### src/rtl/sdram_pkg.sv
// sdram_pkg: shared types and helpers for the SDRAM bus arbiter slice
package sdram_pkg;
  typedef enum logic {IDLE, BUSY} arb_state_e;
  typedef struct packed {
    logic [1:0] id;
    logic [3:0] beats;
  } rsp_tag_t;
  function automatic logic [3:0] burst_beats(input logic burst, input logic [2:0] len);
    return !burst ? 4'd1 : len[2] ? 4'd8 : 4'd1 << len[1:0];
  endfunction
endpackage

### src/rtl/sdram_rsp_tag_fifo.sv
// sdram_rsp_tag_fifo: outstanding-read tag queue, head beat count decremented in place
module sdram_rsp_tag_fifo
  import sdram_pkg::*;
#(
  parameter int DEPTH = 4
) (
  input  logic     clk,
  input  logic     rst,
  input  logic     push,
  input  rsp_tag_t push_tag,
  input  logic     rsp,
  output rsp_tag_t head,
  output logic     full,
  output logic     empty
);
  localparam int PW = $clog2(DEPTH);
  rsp_tag_t mem [DEPTH];
  logic [PW-1:0] rd_ptr, wr_ptr;
  logic [PW:0] count;
  logic do_pop, do_push;
  assign empty = count == '0;
  assign full = count == (PW + 1)'(DEPTH);
  assign head = mem[rd_ptr];
  assign do_pop = rsp & ~empty & (head.beats == 4'd1);
  assign do_push = push & (~full | do_pop);
  always_ff @(posedge clk or posedge rst)
    if (rst) begin
      rd_ptr <= '0;
      wr_ptr <= '0;
      count <= '0;
    end else begin
      rd_ptr <= rd_ptr + PW'(do_pop);
      wr_ptr <= wr_ptr + PW'(do_push);
      count <= count + (PW + 1)'(do_push) - (PW + 1)'(do_pop);
    end
  always_ff @(posedge clk) begin
    if (do_push) mem[wr_ptr] <= push_tag;
    if (rsp & ~empty & ~do_pop) mem[rd_ptr].beats <= head.beats - 4'd1;
  end
endmodule

### src/rtl/sdram_bus_arbiter.sv
// sdram_bus_arbiter: round-robin share of the SDRAM controller bus port with read-tag routing
module sdram_bus_arbiter
  import sdram_pkg::*;
#(
  parameter int NP = 2,
  parameter int AW = 24,
  parameter int DW = 16,
  parameter int TAG_DEPTH = 4
) (
  input  logic                    clk,
  input  logic                    rst,
  input  logic [NP-1:0]           port_req_read,
  input  logic [NP-1:0]           port_req_write,
  input  logic [NP*AW-1:0]        port_req_addr,
  input  logic [NP-1:0]           port_req_burst,
  input  logic [NP*3-1:0]         port_req_burst_len,
  input  logic [NP*DW-1:0]        port_req_wdata,
  input  logic [NP*DW/8-1:0]      port_req_byteenable,
  output logic [NP-1:0]           port_req_ready,
  output logic [NP-1:0]           port_rsp_valid,
  output logic [DW-1:0]           port_rsp_rdata,
  output logic                    bus_req_read,
  output logic                    bus_req_write,
  output logic                    bus_req_burst,
  output logic [AW-1:0]           bus_req_addr,
  output logic [2:0]              bus_req_burst_len,
  output logic [DW-1:0]           bus_req_wdata,
  output logic [DW/8-1:0]         bus_req_byteenable,
  input  logic                    bus_req_ready,
  input  logic                    bus_rsp_valid,
  input  logic [DW-1:0]           bus_rsp_rdata,
  output logic [$clog2(NP)-1:0]   grant_id,
  output logic                    err_orphan_rsp
);
  localparam int GW = $clog2(NP);
  localparam int BW = DW / 8;
  arb_state_e state, state_n;
  logic [GW-1:0] rr_ptr, rr_ptr_n, grant_n, win, g_next;
  logic [2:0] beat_cnt, beat_cnt_n;
  logic [NP-1:0] elig;
  logic any, g_rd, g_wr, hs, push, done, full, empty, rsp_hit;
  logic [3:0] g_beats;
  rsp_tag_t head, push_tag;
  assign elig = port_req_write | (port_req_read & {NP{~full}});
  // scan from the highest offset down so the port nearest rr_ptr wins
  always_comb begin
    win = rr_ptr;
    any = 1'b0;
    for (int k = NP - 1; k >= 0; k--)
      if (elig[(int'(rr_ptr) + k) % NP]) begin
        win = GW'((int'(rr_ptr) + k) % NP);
        any = 1'b1;
      end
  end
  always_comb begin
    g_rd = port_req_read[grant_id];
    g_wr = port_req_write[grant_id];
    g_beats = burst_beats(port_req_burst[grant_id], port_req_burst_len[grant_id*3 +: 3]);
    hs = (state == BUSY) & bus_req_ready;
    push = hs & g_rd;
    done = (state == BUSY) & (~(g_rd | g_wr) | push | (hs & g_wr & (beat_cnt == 3'(g_beats - 4'd1))));
    g_next = (int'(grant_id) == NP - 1) ? '0 : grant_id + 1'b1;
    state_n = (state == IDLE) ? (any ? BUSY : IDLE) : (done ? IDLE : BUSY);
    grant_n = (state == IDLE && any) ? win : grant_id;
    rr_ptr_n = done ? g_next : rr_ptr;
    beat_cnt_n = (state == IDLE) ? '0 : beat_cnt + 3'(hs & g_wr);
    push_tag = '{id: 2'(grant_id), beats: g_beats};
  end
  always_ff @(posedge clk or posedge rst)
    if (rst) begin
      state <= IDLE;
      grant_id <= '0;
      rr_ptr <= '0;
      beat_cnt <= '0;
      err_orphan_rsp <= 1'b0;
    end else begin
      state <= state_n;
      grant_id <= grant_n;
      rr_ptr <= rr_ptr_n;
      beat_cnt <= beat_cnt_n;
      err_orphan_rsp <= err_orphan_rsp | (bus_rsp_valid & empty);
    end
  sdram_rsp_tag_fifo #(.DEPTH(TAG_DEPTH)) u_tags (
    .clk(clk),
    .rst(rst),
    .push(push),
    .push_tag(push_tag),
    .rsp(bus_rsp_valid),
    .head(head),
    .full(full),
    .empty(empty)
  );
  assign bus_req_read = (state == BUSY) & g_rd;
  assign bus_req_write = (state == BUSY) & g_wr;
  assign bus_req_burst = port_req_burst[grant_id];
  assign bus_req_addr = port_req_addr[grant_id*AW +: AW];
  assign bus_req_burst_len = port_req_burst_len[grant_id*3 +: 3];
  assign bus_req_wdata = port_req_wdata[grant_id*DW +: DW];
  assign bus_req_byteenable = port_req_byteenable[grant_id*BW +: BW];
  assign port_req_ready = hs ? NP'(1) << grant_id : '0;
  assign rsp_hit = bus_rsp_valid & ~empty;
  assign port_rsp_valid = rsp_hit ? NP'(1) << head.id : '0;
  assign port_rsp_rdata = bus_rsp_rdata;
endmodule

### config.mk
export PLATFORM = sky130hd
export DESIGN_NAME = sdram_bus_arbiter
export DESIGN_NICKNAME = d
export VERILOG_FILES = /design/src/rtl/sdram_pkg.sv /design/src/rtl/sdram_rsp_tag_fifo.sv /design/src/rtl/sdram_bus_arbiter.sv
export SDC_FILE = /design/constraint.sdc
export NUM_CORES = 1
export LEC_CHECK = 0
export CAP_MARGIN = 10
export CORE_MARGIN = 5
export CORE_UTILIZATION = 32
export DETAILED_ROUTE_END_ITERATION = 10
export PLACE_DENSITY = 0.84
export REMOVE_ABC_BUFFERS = 1
export SYNTH_ARGS = -nofsm -noshare
export SYNTH_HDL_FRONTEND = slang
export SYNTH_SLANG_ARGS = --single-unit
### constraint.sdc
create_clock -name clk -period 3.05 [get_ports clk]
set_input_delay 0.61 -clock clk [delete_from_list [all_inputs] [get_ports clk]]
set_output_delay 0.61 -clock clk [all_outputs]
set_load 0.01 [all_outputs]
==> results of run 1 <==
## flip-flops by register name, summed over array words and instances (netlist names), 2 cells and up
name / count
u_tags.count: 3
u_tags.wr_ptr: 2
beat_cnt: 3
u_tags.rd_ptr: 2
u_tags.mem: 20
## routing by layer
metal | vias up | track usage [%] | share of wire (%)
li1 | 1177 | - | -
met1 | 1151 | 18.98 | 35
met2 | 141 | 30.38 | 49
met3 | 13 | 10.88 | 14
met4 | 2 | 4.192 | 1.4
met5 | - | 3.365 | 0.50
## logic make-up (layout without fill, tap and decap cells)
group,count (synthesis),after routing,synth area share (%)
flops,34,34,35.51
simple gates,63,63,13.51
buf+inv,42,189,8.738
mux,54,54,24.77
fa+ha+maj,10,10,4.953
compound gates,34,34,8.925
xor+xnor,11,11,3.598
## cell usage in the layout (no fill, tap or decap), types with 7 or more instances in the layout
cell type,n
clkdlybuf4s50_1,153
mux2_2,39
nand2_1,23
edfxtp_1,20
nor2_1,16
o22ai_1,15
dfrtp_1,13
inv_1,11
buf_4,11
ha_1,9
a21oi_1,8
xnor2_1,7
## where the power goes
part | leakage, nW | switching [mW] | internal (mW) | total, mW
clock | 0.0416 | 0.168 | 0.156 | 0.324
combinational | 1.34 | 0.996 | 1.16 | 2.15
sequential | 0.354 | 0.173 | 0.687 | 0.860
total | 1.73 | 1.34 | 2.00 | 3.34
## worst min-delay path by stage
stage | end | slack [ns] | depth (start not counted) | from
2_1_floorplan | err_orphan_rsp$_DFF_PP0_ | 0.49 | 1 | err_orphan_rsp$_DFF_PP0_
3_3_place_gp | err_orphan_rsp$_DFF_PP0_ | 0.44 | 1 | err_orphan_rsp$_DFF_PP0_
3_5_place_dp | err_orphan_rsp$_DFF_PP0_ | 0.49 | 1 | err_orphan_rsp$_DFF_PP0_
4_1_cts | err_orphan_rsp$_DFF_PP0_ | 0.51 | 1 | err_orphan_rsp$_DFF_PP0_
5_1_grt | err_orphan_rsp$_DFF_PP0_ | 0.53 | 1 | err_orphan_rsp$_DFF_PP0_
6_report | err_orphan_rsp$_DFF_PP0_ | 0.48 | 1 | err_orphan_rsp$_DFF_PP0_
## metrics by stage
stage / hold WS, ns / cell area [um2] / setup WS, ns
floorplan: 0.4932 / 2507 / -0.5006
global placement: 0.4414 / 4239 / 0.1902
detailed placement: 0.4922 / 4239 / 0.06912
CTS: 0.5060 / 4324 / 0.05028
global route: 0.5269 / 4339 / 0.05926
finish: 0.4809 / 4339 / 0.2444
## cell type report
cell class / instances / area, um2 / area share [%]
clock buffers: 5 / 68.82 / 1.586
clock inverters: 3 / 16.27 / 0.3749
inverters: 17 / 63.81 / 1.471
well taps: 105 / 131.4 / 3.028
repair buffers: 164 / 1614 / 37.20
multi-input cells: 172 / 1493 / 34.40
flip-flops and latches: 34 / 952.2 / 21.94
==> impl_metrics.py, run 1 <==
metrics = {
    "layout": {
        "antennaDiodeCount": 0,
        "final_net_count": 520,
        "final_cell_count_no_fill": 500,
        "final_core_util_pct": 53.08,
        "synthToLayoutAreaGrowth_pct": 62.06,
        "drive_above_1_share_pct": 19.49,
        "fillers": 692,
    },
    "place": {
        "routabilityCongestion": 0.9461,
        "dp_cells": 490,
        "io_buffers": 153,
        "post-dp-hpwl_mm": 7.698,
    },
    "route": {
        "drtIter0Drc": 126,
        "wl_per_cell_um": 18.23,
        "detailroute.via_count": 2484,
        "drt-total-wl_mm": 9.117,
        "drcViolationCount": 0,
        "ant_nets": 0,
        "first_pass_iters": 4,
        "avgViaCountPerCell": 4.968,
    },
    "clock_network": {
        "tritoncts": "done",
        "cts_htree_levels": 2,
        "clock_latency_ns": 0.29,
        "ctsHoldBuffers": 0,
        "cts_setup_buffers": 0,
        "clockRootBuffer": "clkbuf_8",
        "ctsResizeCount": 0,
        "clk_pin_slew_ns": 0.07,
        "clock_sinks": 34,
        "cts-buffers-inserted": 5,
        "clk_path_buf_depth": 2,
    },
    "setup_path": {
        "cp_top_family": "buffers and inverters",
        "r2r_end": "u_tags.count[2]$_DFF_PP0_",
        "crit_cells": 4,
        "max_stage_delay_ns": 0.60,
        "critical_path_class": "flip-flop to primary output",
        "crit_start": "grant_id$_DFFE_PP0P_",
        "r2r_slack_ns": 0.25,
        "rr_startpoint": "u_tags.rd_ptr[0]$_DFF_PP0_",
        "critPathSlowestCell": "dfrtp_2",
        "crit_chain": "buf_4 > mux2i_1 > nor2_1 > clkdlybuf4s50_1",
        "cp_num_buf_inv": 2,
        "cp-start-kind": "flip-flop",
        "crit_required_ns": 2.44,
        "ff2ff_path_depth": 12,
        "worstPathMaxFanout": 27,
        "cp.arrival_ns": 2.20,
        "critPathCapture": "bus_req_write",
        "end_kind": "primary output",
    },
    "synth": {
        "yosysMostFrequentCell": "mux2_2",
        "synth_flop_cell": "edfxtp_1",
        "ys_seq_area_share_pct": 35.51,
        "synth_common_cells": "39 x mux2_2, 23 x nand2_1, 20 x edfxtp_1",
        "synth_edf_count": 20,
        "syn_inst": 248,
        "syn_area_um2": 2678,
        "netlist_top_cells_area": "edfxtp_1 22%, mux2_2 16%, dfrtp_1 13%",
        "ys.warnings.count": 0,
        "syn_area_per_cell_um2": 10.80,
        "synth.largest_area_cell": "edfxtp_1",
        "synthArstFlopShare_pct": 41.18,
        "ys_ff_latch": 34,
        "synth_top_area_share_pct": 22.43,
        "ys_types": 50,
    },
    "floorplanning": {
        "num_rows": 33,
        "die_w_um": 101.5,
        "ioPinCount": 186,
        "die_area_um2": 10300,
        "fp.dieH_um": 101.5,
        "start_util_pct": 32.75,
        "core_area_um2": 8175,
    },
    "global_routing": {
        "grt_pass1_vias": 2777,
        "grt_start_max_net_pins": 28,
        "grt_pass1_wl_mm": 14.28,
        "grt_usage_pct": 18.01,
        "grt-ovfl-total": 0,
        "antenna_found_initial": 0,
    },
    "power_and_ir_drop": {
        "leakage_nw": 1.733,
        "p_per_area_nw_per_um2": 769.2,
        "ir_drop_uv": 315.6,
        "p_total_mw": 3.337,
    },
    "hold_path": {
        "hold_path.class": "flip-flop to flip-flop",
    },
    "sta": {
        "max_freq_ghz": 0.3564,
        "slew_headroom_pct": 63.28,
        "hold_violations": 0,
        "setup_tns_ns": 0,
        "skew_ns": 0.003321,
        "drv_slew": 0,
        "finalSetupViolations": 0,
        "worstMarginPinSlew_ns": 0.5469,
        "finalCriticalPeriod_ns": 2.806,
        "rsz0062_at_grt": "no",
        "period_share_pct": 91.99,
    },
    "run_status": {
        "status": "finished clean",
    },
    "job": {
        "cap_viol_max_count": 0,
    },
}
(Power assumes the default switching activity.)
==> run 2: changes to the inputs <==
- HOLD_SLACK_MARGIN: default -> 0.05
- MAX_ROUTING_LAYER: default -> met4
==> run 2 against run 1 <==
Compared with the run above: die area stayed put; clock skew is 0.0017 ns higher; first-iteration DRC count is 4.8% lower; core utilization is 0.18 points higher; worst hold slack better by 0.0048 ns; non-clock buffer count is 1 lower; final cell count is 0.20% lower; worst setup slack worse by 0.12 ns; count of clock-buffer cells in the layout is 1 higher.
==> impl_metrics.py, run 2 (synthesis results as in run 1) <==
metrics = {
    "floorplanning": {
        "num_rows": 33,
        "fp.dieH_um": 101.5,
        "die_area_um2": 10300,
        "core_area_um2": 8175,
        "start_util_pct": 32.75,
        "ioPinCount": 186,
        "die_w_um": 101.5,
    },
    "clock_network": {
        "clock_latency_ns": 0.29,
        "ctsResizeCount": 0,
        "clock_sinks": 34,
        "clockRootBuffer": "clkbuf_8",
        "clk_pin_slew_ns": 0.07,
        "clk_path_buf_depth": 2,
        "tritoncts": "done",
        "cts-buffers-inserted": 5,
        "cts_htree_levels": 2,
    },
    "setup_path": {
        "crit_chain": "mux4_1 > inv_1 > ha_1 > inv_2 > nor4_4 > ha_1 > inv_1 > ha_1 > inv_1 > fa_1 > xnor2_1 > xnor2_1",
        "cp.arrival_ns": 3.11,
        "end_kind": "flip-flop",
        "cp_top_family": "adder cells",
        "critical_path_class": "flip-flop to flip-flop",
        "rr_startpoint": "u_tags.rd_ptr[0]$_DFF_PP0_",
        "crit_start": "u_tags.rd_ptr[0]$_DFF_PP0_",
        "r2r_slack_ns": 0.12,
        "crit_required_ns": 3.23,
        "ff2ff_path_depth": 12,
        "r2r_end": "u_tags.count[2]$_DFF_PP0_",
        "max_stage_delay_ns": 0.59,
        "critPathSlowestCell": "mux4_1",
        "cp_num_buf_inv": 4,
        "cp-start-kind": "flip-flop",
        "worstPathMaxFanout": 3,
    },
    "hold_path": {
        "hold_depth": 1,
        "min_from": "err_orphan_rsp$_DFF_PP0_",
        "hold_path.class": "flip-flop to flip-flop",
        "holdPathEnd": "err_orphan_rsp$_DFF_PP0_",
    },
    "sta": {
        "setup_tns_ns": 0,
        "finalSetupViolations": 0,
        "hold_violations": 0,
        "fin_ws_ns": 0.1243,
        "max_freq_ghz": 0.3418,
        "rsz0062_at_grt": "no",
        "period_share_pct": 95.92,
        "skew_ns": 0.005064,
        "worstMarginPinSlew_ns": 0.5690,
        "slew_headroom_pct": 62.02,
        "drv_slew": 0,
        "hold_slack_ns": 0.4857,
        "finalCriticalPeriod_ns": 2.926,
    },
    "power_and_ir_drop": {
        "p_total_mw": 3.420,
        "leakage_nw": 1.738,
        "p_per_area_nw_per_um2": 785.6,
        "ir_drop_uv": 292.7,
    },
    "route": {
        "first_pass_iters": 4,
        "drcViolationCount": 0,
        "drtIter0Drc": 120,
        "avgViaCountPerCell": 5.014,
        "detailroute.via_count": 2502,
        "wl_per_cell_um": 18.92,
        "ant_nets": 0,
        "drt-total-wl_mm": 9.440,
    },
    "global_routing": {
        "grt_usage_pct": 19.10,
        "grt_start_max_net_pins": 30,
        "grt_pass1_vias": 2828,
        "antenna_found_initial": 0,
        "grt_pass1_wl_mm": 14.40,
        "grt-ovfl-total": 0,
    },
    "layout": {
        "antennaDiodeCount": 0,
        "largest_reg_flops": 20,
        "final_net_count": 519,
        "final_cell_count_no_fill": 499,
        "reg_top3": "u_tags.mem x20, beat_cnt x3, u_tags.count x3",
        "fin_area_um2": 4354,
        "final_common_cell": "clkdlybuf4s50_1",
        "drive_above_1_share_pct": 19.54,
        "final_core_util_pct": 53.26,
        "synthToLayoutAreaGrowth_pct": 62.62,
        "final_cell_mix": "153 x clkdlybuf4s50_1, 39 x mux2_2, 23 x nand2_1, 20 x edfxtp_1, 16 x nor2_1",
        "regMostFlops": "u_tags.mem",
    },
    "place": {
        "dp_cells": 491,
        "placed_area_um2": 4259,
        "io_buffers": 153,
        "routabilityCongestion": 0.9085,
        "post-dp-hpwl_mm": 7.987,
        "post-place-ws_ns": 0.03769,
    },
    "job": {
        "cap_viol_max_count": 0,
    },
    "run_status": {
        "status": "finished clean",
    },
}
## run 2: cell count changes in the layout (fill, tap and decap cells not counted)
cell / delta
buf_4: -2
clkinv_1: -1
clkbuf_8: +1
buf_12: +1
## run 2: area by class of cell
class                           count  area [um2]
Fill cell                         728        3821
Timing Repair Buffer              163        1619
Multi-Input combinational cell    172        1493
Sequential cell                    34       952.2
Tap cell                          105       131.4
Clock buffer                        6       82.58
Inverter                           17       63.81
Clock inverter                      2       12.51
## run 2: how the worst max path moves through the flow
| stage | to | slack, ns | cells past startpoint |
|---|---|---|---|
| after floorplan | rr_ptr$_DFFE_PP0P_ | -0.50 | 9 |
| after global placement | u_tags.count[2]$_DFF_PP0_ | 0.19 | 12 |
| after detailed placement | u_tags.count[2]$_DFF_PP0_ | 0.04 | 12 |
| after CTS | u_tags.count[2]$_DFF_PP0_ | 0.01 | 12 |
| after global routing | u_tags.count[2]$_DFF_PP0_ | 0.0003 | 12 |
| final | u_tags.count[2]$_DFF_PP0_ | 0.12 | 12 |
## run 2: per-layer routing
metal | GRT usage, % | vias to the layer above | part of all wire (%)
li1 | - | 1171 | -
met1 | 20.92 | 1182 | 37
met2 | 30.78 | 138 | 50
met3 | 9.022 | 11 | 11
met4 | 5.930 | 0 | 1.8
met5 | - | - | 0
## run 2: report_power, final
part	switching, mW	total [mW]	internal [mW]
Clock	0.181	0.362	0.182
Combinational	1.03	2.21	1.17
Sequential	0.165	0.853	0.687
Total	1.38	3.42	2.04
## run 2: worst reg2reg max path, cell delays in order, from the launching register on
cell     delay, ns
dfrtp_1       0.37
mux4_1        0.59
inv_1         0.11
ha_1          0.22
inv_2         0.08
nor4_4        0.24
ha_1          0.31
inv_1         0.07
ha_1          0.14
inv_1         0.05
fa_1          0.37
xnor2_1       0.14
xnor2_1       0.12
## run 2: repair_timing
action	in CTS	in global routing
hold buffers	0	0
buffers inserted	0	0
endpoints found under the setup margin	0	1
==> run 3: changes to the inputs <==
- HOLD_SLACK_MARGIN: 0.05 -> 0.1
==> results of run 3 <==
The final DEF is identical to that of run 2; final timing and power are the same.
==> variant 1, RTL diff (settings of run 1) <==
Put one more register stage on the output `err_orphan_rsp`, with the module's reset. The value now appears one clock later. The other outputs are not delayed to match.
--- a/src/rtl/sdram_bus_arbiter.sv
+++ b/src/rtl/sdram_bus_arbiter.sv
@@ -34,6 +34,8 @@
 );
   localparam int GW = $clog2(NP);
   localparam int BW = DW / 8;
+
+  logic err_orphan_rsp_s0;
   arb_state_e state, state_n;
   logic [GW-1:0] rr_ptr, rr_ptr_n, grant_n, win, g_next;
   logic [2:0] beat_cnt, beat_cnt_n;
@@ -72,13 +74,13 @@
       grant_id <= '0;
       rr_ptr <= '0;
       beat_cnt <= '0;
-      err_orphan_rsp <= 1'b0;
+      err_orphan_rsp_s0 <= 1'b0;
     end else begin
       state <= state_n;
       grant_id <= grant_n;
       rr_ptr <= rr_ptr_n;
       beat_cnt <= beat_cnt_n;
-      err_orphan_rsp <= err_orphan_rsp | (bus_rsp_valid & empty);
+      err_orphan_rsp_s0 <= err_orphan_rsp_s0 | (bus_rsp_valid & empty);
     end
   sdram_rsp_tag_fifo #(.DEPTH(TAG_DEPTH)) u_tags (
     .clk(clk),
@@ -101,5 +103,13 @@
   assign rsp_hit = bus_rsp_valid & ~empty;
   assign port_rsp_valid = rsp_hit ? NP'(1) << head.id : '0;
   assign port_rsp_rdata = bus_rsp_rdata;
+  always_ff @(posedge clk or posedge rst) begin
+    if (rst) begin
+      err_orphan_rsp <= '0;
+    end else begin
+      err_orphan_rsp <= err_orphan_rsp_s0;
+    end
+  end
+
 endmodule
 
Check against the original RTL: not equivalent (Yosys sat finds a counterexample within 4 cycles, from zero or initial values and one cycle with rst high).
==> variant 1 against run 1 <==
Total power rose by 0.13%; wire length decreased by 1.1%; die area grew 0.34%; utilization shrank 0.24 points; clock power increased by 2%; final cell count decreased by 0.20%; sequential cell count rose by 1; worst setup slack got worse by 0.026 ns; hold slack worse by 0.093 ns; register-to-register slack worse by 0.03 ns; synthesized area is 0.37% higher; cell area about the same; critical endpoint is now u_tags.count[2]; highest routed layer unchanged.
==> variant 1: results (changes against run 1) <==
qor: yosys.synth_sequential_area_ratio 0.363 [+0.00799]
qor: routing.drt_first_iter_violations 117 [-7.1%]
qor: outcome.run_status completed
qor: pwr.vdd.ir_drop.worst 0.353 mV [+12%]
qor: setup_path.path_max_fanout 3 [-89%]
qor: yosys.mean_instance_size_in_the_synthesized_netlist 10.8 sq um [-0.43%]
qor: placement.globalplace.congestion 0.885 [-6.4%]
qor: global_route.grtUsageMet3 0.110 [+0.00138]
qor: global_route.grt_start_max_net_pins 46 [+64%]
qor: pwr.switching_share 0.401 [+0.000890]
qor: global_route.first_global_vias 2718 [-2.1%]
qor: global_route.globalRouteMet1Util 0.172 [-0.0175]
qor: yosys.yosys-top-cells-area edfxtp_1 (22%), dfrtp_1 (14%), mux2_1 (9.6%)
qor: cells_and_area.post_route_cells_drive_above_1_share 0.142 [-0.0528]
qor: yosys.postSynthRegisterBits 35 [+2.9%]
qor: cells_and_area.nonClkBufAreaFrac 0.369 [-0.00252]
qor: yosys.ys_async_sr_fraction 0.429 [+0.0168]
qor: routing.routed-via-count 2446 [-1.5%]
qor: cells_and_area.fillerInstances 717 [+3.6%]
qor: setup_path.cpPeakStageDelay 0.53 ns [-0.07 ns]
qor: yosys.synth.cells.most_frequent mux2_1 (23), nand2_1 (23), mux2_2 (22)
qor: routing.wl_met1 3060 um [-4.5%]
qor: cells_and_area.final_layout_net_count 519 [-0.19%]
qor: cells_and_area.clock_area_frac 0.0187 [-0.000876]
qor: setup_path.worst_ep_arrival_time 3.04 ns [+0.84 ns]
qor: cells_and_area.multi_input_gate_share_of_the_layout_cell_area 0.341 [-0.00308]
qor: pwr.finalPower 3.34 mW [+0.13%]
qor: placement.dp_hpwl 7540 um [-2.0%]
qor: cells_and_area.multi_input_comb_area 1480 sq um [-0.84%]
qor: yosys.netlist-cell-type-count 48 [-4.0%]
qor: timing.worstMarginPinSlew 1.01 ns [+0.461 ns]
qor: pwr.pwr-share-comb 0.636 [-0.009]
variant 1: final timing paths:
kind                            cells after the start               from  slack (ns)              end
worst max register to register                     12   u_tags.rd_ptr[0]        0.22  u_tags.count[2]
worst min-delay path                                0  err_orphan_rsp_s0        0.39   err_orphan_rsp
max in group asynchronous                           2                rst        1.91         grant_id
worst min register to register                      0  err_orphan_rsp_s0        0.39   err_orphan_rsp
worst max-delay path                               12   u_tags.rd_ptr[0]        0.22  u_tags.count[2]
min in group asynchronous                           2                rst        0.71            state
variant 1: kinds of logic (layout without fill, tap and decap cells):
| family | Yosys count | after routing | share of synthesized area |
|---|---|---|---|
| compound gates | 33 | 33 | 0.0861 |
| simple gates | 64 | 64 | 0.134 |
| buf+inv | 43 | 187 | 0.0861 |
| xor+xnor | 11 | 11 | 0.0358 |
| mux | 54 | 54 | 0.245 |
| flops | 35 | 35 | 0.363 |
| fa+ha+maj | 10 | 10 | 0.0493 |
variant 1: stage by stage:
stage / hold WS, ns / setup TNS (ns) / std cells / setup slack, ns
after global placement: 0.369 / 0 / 491 / 0.183
after CTS: 0.396 / 0 / 499 / 0.196
after floorplan: 0.355 / -1.05 / 225 / -0.545
final: 0.388 / 0 / 499 / 0.219
after detailed placement: 0.379 / 0 / 491 / 0.0814
after global routing: 0.420 / 0 / 499 / 0.0778
variant 1: worst register-to-register path, cell delays in order (launching register included):
cell and delay [ns]:
dfrtp_1 0.39, mux4_2 0.53, inv_1 0.09, ha_1 0.20
inv_2 0.07, nor4_4 0.28, ha_1 0.27, inv_1 0.06
ha_1 0.13, inv_1 0.05, fa_1 0.37, xnor2_1 0.19
xnor2_1 0.14
==> variant 2, RTL diff (flow settings as in run 1) <==
Without the edit above. Set the parameter `DW` to 12 (it was 16).
--- a/src/rtl/sdram_bus_arbiter.sv
+++ b/src/rtl/sdram_bus_arbiter.sv
@@ -4,7 +4,7 @@
 #(
   parameter int NP = 2,
   parameter int AW = 24,
-  parameter int DW = 16,
+  parameter int DW = 12,
   parameter int TAG_DEPTH = 4
 ) (
   input  logic                    clk,
Interface: changed (6 resized); port bits go from 186 to 164. The function was not compared with the original's and may differ.
==> variant 2 against run 1 <==
Synthesized area down 1.6%; non-clock buffer count down 9; hold slack better by 0.0034 ns; critical path depth up 5; combinational power up 4%; sequential cell count unchanged; global-route usage down 0.25 points; cell area down 2.3%; synthesized cell count up 2.0%; worst setup slack worse by 0.075 ns; clock power down 2%; total power up 2.9%; wire length down 1.6%; critical path type is now reg -> reg.
==> variant 2: results (changes against run 1) <==
qor: cells_and_area.final_layout_net_count 505 [-2.9%]
qor: routing.routedWlPerCell 17.9 um [-1.6%]
qor: pwr.p_leak 1.65 nW [-4.7%]
qor: timing.worst_slew_margin_rel 0.611 [-0.0220]
qor: routing.routed-via-count 2583 [+4.0%]
qor: yosys.yosys-top-cells-area edfxtp_1 (23%), mux2_2 (17%), dfrtp_1 (13%)
qor: setup_path.worst_ep_arrival_time 3.06 ns [+0.86 ns]
qor: yosys.mean_instance_size_in_the_synthesized_netlist 10.4 sq um [-3.5%]
qor: placement.placement.io_buffers 138 [-9.8%]
qor: placement.globalplace.congestion 0.939 [-0.75%]
qor: timing.finalClockSkew 0.00706 ns [+0.00374 ns]
qor: cells_and_area.post_route_cells_drive_above_1_share 0.208 [+0.0127]
qor: clocking.cts.htree.levels 2 [unchanged]
qor: clocking.clk_pin_slew_worst_paths 0.07 ns [about the same]
qor: clocking.cts_root_buf clkbuf_8
qor: pwr.vdd.ir_drop.worst 0.363 mV [+15%]
qor: global_route.first_global_vias 2842 [+2.3%]
qor: yosys.synth_sequential_area_ratio 0.361 [+0.00573]
qor: outcome.run_status completed
qor: global_route.grt_start_max_net_pins 22 [-21%]
qor: placement.dp_hpwl 7410 um [-3.8%]
qor: setup_path.path_max_fanout 4 [-85%]
qor: placement.postPlaceCellArea 4130 sq um [-2.6%]
qor: yosys.synth.cells.most_frequent mux2_2 (40), nor2_1 (21), edfxtp_1 (20)
qor: routing.drt_first_iter_violations 153 [+21%]
qor: global_route.global_route_wire_length_before_repair 13900 um [-2.8%]
variant 2: cell types whose count changed after synthesis, moves of 4 or more:
cell      delta
nor2_1       +5
and2_1       +4
nand3_1      +4
nand2b_1     +5
nor3_1       +4
o21ai_1      +4
nand2_1      -8
inv_2        -4
mux2_1       -6
buf_4        -5
variant 2: routing by layer:
layer  up-vias  wire, um  track usage
li1       1195         -            -
met3        24       963       0.0754
met5         -         0       0.0256
met2       156      4650        0.320
met4         0       347       0.0829
met1      1208      3010        0.172
variant 2: path summary, 6_finish.rpt:
check	from	end	slack [ns]	depth (start not counted)
min in group asynchronous	rst	u_tags.count[0]	0.67	2
worst max-delay path	u_tags.rd_ptr[0]	u_tags.count[2]	0.17	9
max in group asynchronous	rst	grant_id	1.98	2
worst min register to register	err_orphan_rsp	err_orphan_rsp	0.48	1
worst min-delay path	err_orphan_rsp	err_orphan_rsp	0.48	1
worst max register to register	u_tags.rd_ptr[0]	u_tags.count[2]	0.17	9
variant 2: area by class of cell:
class	count	area, sq um
multi-input cells	184	1510
clock buffers	6	72.6
fillers	699	3900
clock inverters	2	8.76
well taps	105	131
repair buffers	155	1510
flip-flops and latches	34	955
inverters	14	52.6
variant 2: cells by family (layout without fill, tap and decap cells):
| group | count (synthesis) | in the layout | share of synthesized area |
|---|---|---|---|
| multiplexers | 50 | 50 | 0.237 |
| flip-flops | 34 | 34 | 0.361 |
| AND/OR/NAND/NOR | 75 | 75 | 0.142 |
| XOR/XNOR | 12 | 12 | 0.0399 |
| adder cells (fa/ha/maj) | 8 | 8 | 0.0408 |
| AO/OA/AOI/OAI | 39 | 39 | 0.109 |
| buffers and inverters | 35 | 177 | 0.0703 |
variant 2: worst max-delay path, stage by stage (launching register included):
cell and delay (ns):
dfrtp_2 0.43, mux4_2 0.53, inv_1 0.10, ha_1 0.18, and3_1 0.19, ha_1 0.24, or3_1 0.41, fa_2 0.41
xnor2_2 0.14, xnor2_1 0.12
variant 2: repair_timing:
item,4_1_cts,5_1_grt
gates resized for setup,0,4
buffers inserted,0,2
endpoints found under the hold margin,0,0
setup endpoints to repair,0,1
variant 2: power breakdown:
group	switching (mW)	total (mW)	internal [mW]
clock network	0.160	0.317	0.157
registers	0.178	0.874	0.697
logic	1.02	2.24	1.22
total	1.35	3.43	2.08
